`config.mk`:
```
export PLATFORM = sky130hd
export DESIGN_NAME = fft_bitrev_reorder_flat
export DESIGN_NICKNAME = d
export VERILOG_FILES = /design/src/rtl/fft_pkg.sv /design/src/rtl/fft_bitrev_reorder_if.sv /design/src/rtl/fft_reorder_dpram.sv /design/src/rtl/fft_bitrev_reorder.sv /design/src/flat_wrapper.sv
export SDC_FILE = /design/constraint.sdc
export NUM_CORES = 1
export LEC_CHECK = 0
export ABC_AREA = 0
export CAP_MARGIN = 20
export CORE_MARGIN = 2
export CORE_UTILIZATION = 55
export CTS_BUF_LIST = sky130_fd_sc_hd__clkbuf_2
export CTS_CLUSTER_SIZE = 25
export DETAILED_ROUTE_END_ITERATION = 12
export PLACE_DENSITY_LB_ADDON = 0.25
export SLEW_MARGIN = 40
export SYNTH_ARGS = -nofsm -noshare
export SYNTH_HDL_FRONTEND = slang
export SYNTH_SLANG_ARGS = --single-unit
export TNS_END_PERCENT = 1
```
`constraint.sdc`:
```
create_clock -name clk -period 4.7 [get_ports clk]
set_clock_uncertainty 0.2 [all_clocks]
set_input_delay 0.705 -clock clk [delete_from_list [all_inputs] [get_ports clk]]
set_output_delay 0.705 -clock clk [all_outputs]
set_load 0.01 [all_outputs]
```
`src/rtl/fft_pkg.sv`:
```
// Shared FFT types and helpers: sample width, complex payload, write FSM states, bit reversal.
package fft_pkg;

  localparam int unsigned DW        = 16;
  localparam int unsigned LOG2N_DEF = 4;

  typedef struct packed {
    logic signed [DW-1:0] re;
    logic signed [DW-1:0] im;
  } cplx_t;

  typedef enum logic {
    ST_IDLE = 1'b0,
    ST_RUN  = 1'b1
  } wr_state_t;

  // Reverses the low 'width' bits of x; upper bits of the result are zero.
  function automatic logic [31:0] bitrev(input logic [31:0] x, input int unsigned width);
    logic [31:0] r;
    r = '0;
    for (int unsigned i = 0; i < width; i++) begin
      r[5'(i)] = x[5'(width - 1 - i)];
    end
    return r;
  endfunction

endpackage

```
`src/rtl/fft_bitrev_reorder_if.sv`:
```
// Sample stream bundle for the bit-reversal reorder block.
// FFT_REORDER_BYPASS_EN adds the per-frame bypass request.
interface fft_bitrev_reorder_if
  import fft_pkg::*;
  #(parameter int unsigned LOG2N = LOG2N_DEF) ();

  logic                 en;
  logic signed [DW-1:0] in_re;
  logic signed [DW-1:0] in_im;
  logic                 in_sop;
  logic signed [DW-1:0] out_re;
  logic signed [DW-1:0] out_im;
  logic                 out_valid;
  logic                 out_sop;
  logic [LOG2N-1:0]     out_idx;
  logic                 err_sync;
`ifdef FFT_REORDER_BYPASS_EN
  logic                 bypass;

  modport master (output en, in_re, in_im, in_sop, bypass,
                  input  out_re, out_im, out_valid, out_sop, out_idx, err_sync);
  modport slave  (input  en, in_re, in_im, in_sop, bypass,
                  output out_re, out_im, out_valid, out_sop, out_idx, err_sync);
`else
  modport master (output en, in_re, in_im, in_sop,
                  input  out_re, out_im, out_valid, out_sop, out_idx, err_sync);
  modport slave  (input  en, in_re, in_im, in_sop,
                  output out_re, out_im, out_valid, out_sop, out_idx, err_sync);
`endif

endinterface

```
`src/rtl/fft_reorder_dpram.sv`:
```
// Simple dual-port RAM: one write port, one registered read port; address MSB selects the bank.
module fft_reorder_dpram #(
  parameter int unsigned AW = 5,
  parameter int unsigned W  = 32
) (
  input  logic          clk,
  input  logic          we,
  input  logic [AW-1:0] waddr,
  input  logic [W-1:0]  wdata,
  input  logic          re,
  input  logic [AW-1:0] raddr,
  output logic [W-1:0]  rdata
);

  localparam int unsigned DEPTH = 1 << AW;

  logic [W-1:0] mem [DEPTH];

  always_ff @(posedge clk) begin
    if (we) mem[waddr] <= wdata;
    if (re) rdata <= mem[raddr];
  end

endmodule

```
`src/rtl/fft_bitrev_reorder.sv`:
```
// Reorders bit-reversed FFT frames into natural order through a ping-pong buffer.
// FFT_REORDER_BYPASS_EN: optional per-frame bypass keeping the input order.
module fft_bitrev_reorder
  import fft_pkg::*;
  #(parameter int unsigned LOG2N = LOG2N_DEF) (
  input logic                clk,
  input logic                rst,
  fft_bitrev_reorder_if.slave bus
);

  localparam int unsigned N  = 1 << LOG2N;
  localparam int unsigned AW = LOG2N + 1;
  localparam int unsigned W  = 2 * DW;

  wr_state_t        state, state_nxt;
  logic [LOG2N-1:0] wcnt, wcnt_nxt;
  logic             wbank, wbank_nxt;
  logic             we_c, launch_c, resync_c;
  logic [LOG2N-1:0] waddr_lo;

  logic             rd_active;
  logic [LOG2N-1:0] rcnt;
  logic             rbank;
  logic [LOG2N-1:0] rd_lo;
  logic             rd_v;
  logic [LOG2N-1:0] rd_idx;

  cplx_t            wr_word, rd_word;

  assign wr_word.re = bus.in_re;
  assign wr_word.im = bus.in_im;

  // Write-side FSM: state register
  always_ff @(posedge clk) begin
    if (rst)         state <= ST_IDLE;
    else if (bus.en) state <= state_nxt;
  end

  // Write-side FSM: next state
  always_comb begin
    state_nxt = state;
    case (state)
      ST_IDLE: if (bus.in_sop) state_nxt = ST_RUN;
      ST_RUN:  state_nxt = ST_RUN;
      default: state_nxt = ST_IDLE;
    endcase
  end

  // Write-side FSM: write strobe, address, counters, frame launch and resync
  always_comb begin
    we_c      = 1'b0;
    waddr_lo  = '0;
    wcnt_nxt  = wcnt;
    wbank_nxt = wbank;
    launch_c  = 1'b0;
    resync_c  = 1'b0;
    case (state)
      ST_IDLE: begin
        if (bus.in_sop) begin
          we_c     = 1'b1;
          wcnt_nxt = LOG2N'(1);
        end
      end
      ST_RUN: begin
        we_c = 1'b1;
        if (bus.in_sop && (wcnt != '0)) begin
          resync_c = 1'b1;
          wcnt_nxt = LOG2N'(1);
        end else begin
          waddr_lo = LOG2N'(bitrev(32'(wcnt), LOG2N));
          wcnt_nxt = wcnt + LOG2N'(1);
          if (wcnt == LOG2N'(N - 1)) begin
            wbank_nxt = ~wbank;
            launch_c  = 1'b1;
          end
        end
      end
      default: ;
    endcase
  end

  always_ff @(posedge clk) begin
    if (rst) begin
      wcnt         <= '0;
      wbank        <= 1'b0;
      bus.err_sync <= 1'b0;
    end else if (bus.en) begin
      wcnt         <= wcnt_nxt;
      wbank        <= wbank_nxt;
      bus.err_sync <= resync_c;
    end
  end

  // Read sequencer: N natural-order reads of the bank just completed
  always_ff @(posedge clk) begin
    if (rst) begin
      rd_active <= 1'b0;
      rcnt      <= '0;
      rbank     <= 1'b0;
      rd_v      <= 1'b0;
      rd_idx    <= '0;
    end else if (bus.en) begin
      rd_v <= rd_active;
      if (rd_active) rd_idx <= rcnt;
      if (launch_c) begin
        rd_active <= 1'b1;
        rcnt      <= '0;
        rbank     <= wbank;
      end else if (rd_active) begin
        rcnt <= rcnt + LOG2N'(1);
        if (rcnt == LOG2N'(N - 1)) rd_active <= 1'b0;
      end
    end
  end

`ifdef FFT_REORDER_BYPASS_EN
  logic bypass_q;

  always_ff @(posedge clk) begin
    if (rst)                      bypass_q <= 1'b0;
    else if (bus.en && launch_c)  bypass_q <= bus.bypass;
  end

  assign rd_lo = bypass_q ? LOG2N'(bitrev(32'(rcnt), LOG2N)) : rcnt;
`else
  assign rd_lo = rcnt;
`endif

  fft_reorder_dpram #(.AW(AW), .W(W)) u_ram (
    .clk   (clk),
    .we    (bus.en & we_c),
    .waddr ({wbank, waddr_lo}),
    .wdata (wr_word),
    .re    (bus.en & rd_active),
    .raddr ({rbank, rd_lo}),
    .rdata (rd_word)
  );

  // Output register; data and index hold while no sample is valid
  always_ff @(posedge clk) begin
    if (rst) begin
      bus.out_re    <= '0;
      bus.out_im    <= '0;
      bus.out_valid <= 1'b0;
      bus.out_sop   <= 1'b0;
      bus.out_idx   <= '0;
    end else if (bus.en) begin
      bus.out_valid <= rd_v;
      bus.out_sop   <= rd_v && (rd_idx == '0);
      if (rd_v) begin
        bus.out_re  <= rd_word.re;
        bus.out_im  <= rd_word.im;
        bus.out_idx <= rd_idx;
      end
    end
  end

endmodule
```
`src/flat_wrapper.sv`:
```
// flat-port wrapper written by rule: the top's interface ports become plain ports
module fft_bitrev_reorder_flat import fft_pkg::*;
#(parameter int unsigned LOG2N = LOG2N_DEF)
  (clk, rst, bus_en, bus_in_re, bus_in_im, bus_in_sop, bus_out_re, bus_out_im, bus_out_valid, bus_out_sop, bus_out_idx, bus_err_sync);
  fft_bitrev_reorder_if #(.LOG2N(LOG2N)) bus_i ();
  input logic clk;
  input logic rst;
  input wire logic [$bits(bus_i.en)-1:0] bus_en;
  input wire logic [$bits(bus_i.in_re)-1:0] bus_in_re;
  input wire logic [$bits(bus_i.in_im)-1:0] bus_in_im;
  input wire logic [$bits(bus_i.in_sop)-1:0] bus_in_sop;
  output wire logic [$bits(bus_i.out_re)-1:0] bus_out_re;
  output wire logic [$bits(bus_i.out_im)-1:0] bus_out_im;
  output wire logic [$bits(bus_i.out_valid)-1:0] bus_out_valid;
  output wire logic [$bits(bus_i.out_sop)-1:0] bus_out_sop;
  output wire logic [$bits(bus_i.out_idx)-1:0] bus_out_idx;
  output wire logic [$bits(bus_i.err_sync)-1:0] bus_err_sync;
  assign bus_i.en = bus_en;
  assign bus_i.in_re = bus_in_re;
  assign bus_i.in_im = bus_in_im;
  assign bus_i.in_sop = bus_in_sop;
  assign bus_out_re = bus_i.out_re;
  assign bus_out_im = bus_i.out_im;
  assign bus_out_valid = bus_i.out_valid;
  assign bus_out_sop = bus_i.out_sop;
  assign bus_out_idx = bus_i.out_idx;
  assign bus_err_sync = bus_i.err_sync;
  fft_bitrev_reorder #(.LOG2N(LOG2N)) u_core (.clk(clk), .rst(rst), .bus(bus_i));
endmodule
```
# ---- Word level (Yosys, flattened, before mapping)
# Memories as Yosys holds them, arrays and structs flattened. A register that Yosys moved wholly into a read port is not among the register bits.
# Index checks and enable logic that the tools add are counted.
dict set report word_totals {
  ff_bits 56
  mem_bits_rw 1024
  input_bits 36
  elab_cells 55
  memories 1
}
# name words width rd rd_ports_with_merged_regs wr line
set mem_list {}
lappend mem_list {u_core.u_ram.mem 32 32 1 1 1 fft_reorder_dpram.sv:17} ;# logic [W-1:0] mem [DEPTH];
dict set report classes {
  add_sub_neg 2
  eq_ne 3
  n_mux 19
  n_bitwise 5
  reduce_logical 11
}
# cell count
set ops {}
lappend ops {{$mux W4} 6}
lappend ops {{$mux W1} 11}
lappend ops {{$reduce_and A2 Y1} 5}
lappend ops {{$add A4 B1 Y4 const B} 2}
lappend ops {{$eq A4 B4 Y1 const B} 2}
lappend ops {{$pmux W4 S2} 1}
lappend ops {{$logic_not A4 Y1} 1}
lappend ops {{$reduce_and A4 Y1} 1}
lappend ops {{$reduce_bool A4 Y1} 1}
lappend ops {{$not A1 Y1} 3}
lappend ops {{$and A1 B1 Y1} 2}
lappend ops {{$logic_and A1 B1 Y1} 2}
lappend ops {{$ne A2 B2 Y1 const B} 1}
lappend ops {{$pmux W1 S2} 1}
lappend ops {{$reduce_bool A2 Y1} 1}

# ---- Depth between registers and ports, before layout
dict set report logic_depth {
  word_depth 6
  depth_mapped 8
}

# ---- Hierarchy
# A second synthesis with hierarchy kept.
dict set report hier_totals {
  cells_unflattened 2530
  hier_area_um2 43042.5
}
# mod n_inst cells_each area_each_um2
set modules_own_cells {}
lappend modules_own_cells {fft_reorder_dpram 1 2260 40811.6}
lappend modules_own_cells {fft_bitrev_reorder 1 270 2230.9}

# ---- Worst setup path before layout
# OpenSTA, ideal clock, no wires.
dict set report synth_path {
  path_kind {flip-flop to flip-flop}
  start {register u_core.wcnt[0]}
  end {memory u_core.u_ram.mem[10][0], enable pin}
  setup_ns 0.421
  arrival_ns 3.095
  required_ns 4.079
  setup_slack_ns 0.984
  path_stages_with_launch 7
  path_cell_list {dfxtp_1 > inv_1 > ha_1 > or3b_4 > a21bo_4 > or4_4 > nor2_1}
}
dict set report synth_via {
  elab_chain_cells 4
}
# element line
set synth_rtl {}
lappend synth_rtl {{start, declared} fft_bitrev_reorder.sv:16} ;# logic [LOG2N-1:0] wcnt, wcnt_nxt;
lappend synth_rtl {{start signal, assigned} fft_bitrev_reorder.sv:88} ;# wcnt <= wcnt_nxt;
lappend synth_rtl {{$reduce_bool A4 Y1} fft_bitrev_reorder.sv:66} ;# if (bus.in_sop && (wcnt != '0)) begin
lappend synth_rtl {{$logic_and A1 B1 Y1} fft_bitrev_reorder.sv:66}
lappend synth_rtl {{$mux W4 (*)} fft_bitrev_reorder.sv:66}
lappend synth_rtl {{$mux W4 (*)} fft_bitrev_reorder.sv:57} ;# case (state)
lappend synth_rtl {{end, declared} fft_reorder_dpram.sv:17}
# Mark *: on every way between the ends. The rest lies on a longest branch, timed or not.

# ---- Worst setup path after layout
dict set report layout_path {
  start {register u_core.wcnt[0]}
  end {memory u_core.u_ram.mem[6][20], enable pin}
}
# Same word-level chain as after synthesis.

==> results.sh <==
export IMPL_status="finished, final reports clean"
export IMPL_track_usage=0.252
export IMPL_worst_setup_path_end_kind="flop"
export IMPL_portBuffers=74
export IMPL_cts_setup_buffers=0
export IMPL_setup_viol=0
export IMPL_dpl_hpwl_um=59000
export IMPL_wire_per_inst_um=24.3
export IMPL_area_growth_pct=12.6
export IMPL_cts_hold_buf=37
export IMPL_nets=2914
export IMPL_crit_arrival_ns=4.50
export IMPL_cts_root_buf="clkbuf_2"
export IMPL_slowest_stage="nand4b_2"
export IMPL_syn_area_mm2=0.0428
export IMPL_core_area_mm2=0.0772
export IMPL_clockBufferDepth=4
export IMPL_avgSynthCellArea_um2=16.9
export IMPL_place_gp_congestion=0.900
export IMPL_r2r_start="u_core.wcnt[0]"
export IMPL_worstPathMaxFanout=32
export IMPL_num_io_pins=75
export IMPL_cp_required_ns=5.47
export IMPL_synth_cell_types=39
export IMPL_grt_max_degree=113
export IMPL_yosysSeqAreaShare=0.768
export IMPL_start_kind="flop"
export IMPL_worst_pin_slew_ns=0.937
export IMPL_fin_crit_ns=3.73
export IMPL_synth_warning_count=0
export IMPL_overflow=0
export IMPL_ir_drop_v=0.000214
export IMPL_hold_start="bus_in_re[2]"
export IMPL_hold_end="u_core.u_ram.mem[1][18]"
export IMPL_combPwrFrac=0.021
export IMPL_hold_viol=0
export IMPL_antenna_found_initial=2
export IMPL_power_internal_mw=13.6
export IMPL_critPathMaxStageDelay_ns=0.67
export IMPL_drt_iter0_drc=2397
export IMPL_die_h_um=283
export IMPL_vias_per_cell=5.83
export IMPL_min_delay_path_depth=2
export IMPL_cts_htree_levels=5
export IMPL_pwr_share_clk=0.361
export IMPL_timing_max_cap_violations=0
export IMPL_numCtsBuffers=285
export IMPL_clk_latency_ns=1.45
export IMPL_rsz0062_at_grt="false"
export IMPL_fin_crit_sh=0.794
export IMPL_async_flop_share=0
export IMPL_syn_inst=2525
export IMPL_power_switching_mw=3.98
export IMPL_grt_pass1_vias=24045
export IMPL_hp_class="primary input to flop"
export IMPL_rows=102
export IMPL_crit_family="simple AND/OR/NAND/NOR gates"
export IMPL_ant_nets=0
export IMPL_tritoncts="yes"
export IMPL_drive_above_1_share=0.190
export IMPL_r2r_slack_ns=0.97
export IMPL_p_seq_frac=0.618
export IMPL_critPathKind="flop to flop"
export IMPL_dieArea_mm2=0.0800
export IMPL_ys_flop_type="edfxtp_1"
export IMPL_first_pass_iters=6
export IMPL_path_buf_inv=2
export IMPL_path_cells="inv_1 > ha_1 > or3b_4 > a21boi_2 > nand4b_2 > nor2_4 > buf_4"
export IMPL_synth_seq_cells=1112
export IMPL_wirelength_um=99700
export IMPL_clk_pin_slew_worst_paths_ns=0.13
export IMPL_num_vias=23909
export IMPL_synth_edf_count=1056
export IMPL_initial_core_util=0.554
export IMPL_die_w_um=283
export IMPL_power_mw=17.6
export IMPL_grt_pass1_wl_um=147000
export IMPL_cts_resized=0
export IMPL_setup_tns_ns=0
export IMPL_r2r_end="u_core.u_ram.mem[6][20]"
export IMPL_slew_limit_headroom=0.375
export IMPL_powerDensity_mw_per_mm2=365
export IMPL_slew_violations=0
export IMPL_netSwitchingFraction=0.227
export IMPL_fmax_mhz=268
export IMPL_drc_errors=0
export IMPL_reg2reg_depth=7
export IMPL_synth_nets=2564
export IMPL_clock_sinks=1112
export IMPL_p_leak_nw=14.9
synthesized netlist by cell type, types with 3 or more instances:
cell	count	share of area
a31oi_1	32	0.0047
a22oi_1	97	0.017
ha_1	3	0.00088
or4_4	3	0.00079
nand4_1	7	0.0010
dfxtp_1	56	0.026
edfxtp_1	1056	0.74
nand3_1	100	0.012
a22o_1	64	0.013
clkbuf_1	58	0.0051
nor2_1	51	0.0045
a21oi_1	148	0.017
nand2_1	183	0.016
buf_1	17	0.0015
o21ai_0	5	0.00059
buf_2	68	0.0080
mux2i_1	513	0.12
nor3_1	35	0.0041
inv_1	4	0.00035
state kept, by name, indices dropped and copies added, names as in the netlist:
signal	flops
u_core.bus.out_re	16
u_core.state	1
u_core.rcnt	4
u_core.wbank	1
u_core.u_ram.rdata	32
u_core.rbank	1
u_core.bus.out_sop	1
u_core.wcnt	4
u_core.rd_v	1
u_core.u_ram.mem	1024
u_core.bus.out_idx	4
u_core.bus.out_valid	1
u_core.rd_active	1
u_core.bus.out_im	16
u_core.bus.err_sync	1
u_core.rd_idx	4
how the worst max path moves through the flow:
stage,from,to,slack (ns),cells past startpoint
detailed placement,bus_en,u_core.u_ram.mem[12][22],0.88,6
finish,u_core.wcnt[0],u_core.u_ram.mem[6][20],0.97,7
global route,u_core.wcnt[0],u_core.u_ram.mem[10][13],0.85,7
CTS,u_core.wcnt[0],u_core.u_ram.mem[6][20],1.04,7
floorplan,u_core.wcnt[0],u_core.u_ram.mem[10][0],0.98,6
global placement,bus_en,u_core.u_ram.mem[12][19],0.94,6
layer usage:
layer,vias to the layer above,global-route usage,routed length [µm]
met4,0,0.0848,2000
met5,-,0,0
met3,144,0.0517,7660
met1,12013,0.355,42500
met2,1007,0.398,47600
li1,10745,-,-
kinds of logic (layout without fill, tap and decap cells):
kind of cell,after synthesis,count (layout),share of synthesized area
DFF,1112,1112,0.768
muxes,513,513,0.120
and+or+nand+nor,390,390,0.0402
AOI/OAI and AO/OA,353,353,0.0546
buffers and inverters,151,686,0.0156
adders and majority gates,3,3,0.000878
xor gates and xnor gates,3,3,0.000615
other,0,2,0
cell type report:
cell class | instances | area, µm²
Multi-Input combinational cell | 1262 | 9540
Clock inverter | 87 | 561
Timing Repair Buffer | 209 | 1930
Tap cell | 1040 | 1300
Antenna cell | 2 | 5.00
Sequential cell | 1112 | 32800
Clock buffer | 385 | 1930
Inverter | 5 | 18.8
Fill cell | 5604 | 29100
power groups by stage:
stage / clock (mW) / sequential, mW / combinational, mW
6_report: 6.34 / 10.8 / 0.373
4_1_cts: 6.49 / 10.8 / 0.370
3_5_place_dp: 0 / 11.1 / 0.344
2_1_floorplan: 0 / 11.1 / 0.0745
5_1_grt: 7.01 / 10.8 / 0.393
3_3_place_gp: 0 / 11.1 / 0.331
through the flow:
step	hold WS, ns	cells	worst slack, ns	cell area (µm²)	util
6_report	0.119	4102	0.969	48100	0.623
5_1_grt	0.0494	4102	0.846	48100	0.623
4_1_cts	0.00141	4099	1.04	48100	0.623
3_5_place_dp	0.246	3590	0.879	45200	0.586
3_3_place_gp	0.243	3588	0.940	45200	0.585
2_1_floorplan	0.240	2525	0.984	42800	-
cells in the final DEF, fill, tap and decap left out, types with 4 or more instances in the layout:
| cell type | synthesis | layout |
|---|---|---|
| edfxtp_1 | 1056 | 1056 |
| mux2i_1 | 513 | 513 |
| clkbuf_2 | 0 | 385 |
| nand2_1 | 183 | 182 |
| a21oi_1 | 148 | 148 |
| nand3_1 | 100 | 100 |
| a22oi_1 | 97 | 97 |
| buf_4 | 2 | 84 |
| a22o_1 | 64 | 64 |
| clkinv_1 | 0 | 60 |
| clkdlybuf4s50_1 | 0 | 57 |
| dfxtp_1 | 56 | 55 |
| dlygate4sd3_1 | 0 | 37 |
| nor3_1 | 35 | 35 |
| nor2_4 | 0 | 33 |
| a31oi_1 | 32 | 32 |
| nor2_1 | 51 | 18 |
| buf_2 | 68 | 16 |
| clkinv_2 | 0 | 15 |
| buf_12 | 0 | 12 |
| bufinv_16 | 0 | 8 |
| nand4_1 | 7 | 7 |
| inv_2 | 1 | 4 |
| inv_1 | 4 | 4 |
| o21ai_0 | 5 | 4 |
Power figures use the tool's default switching activity.
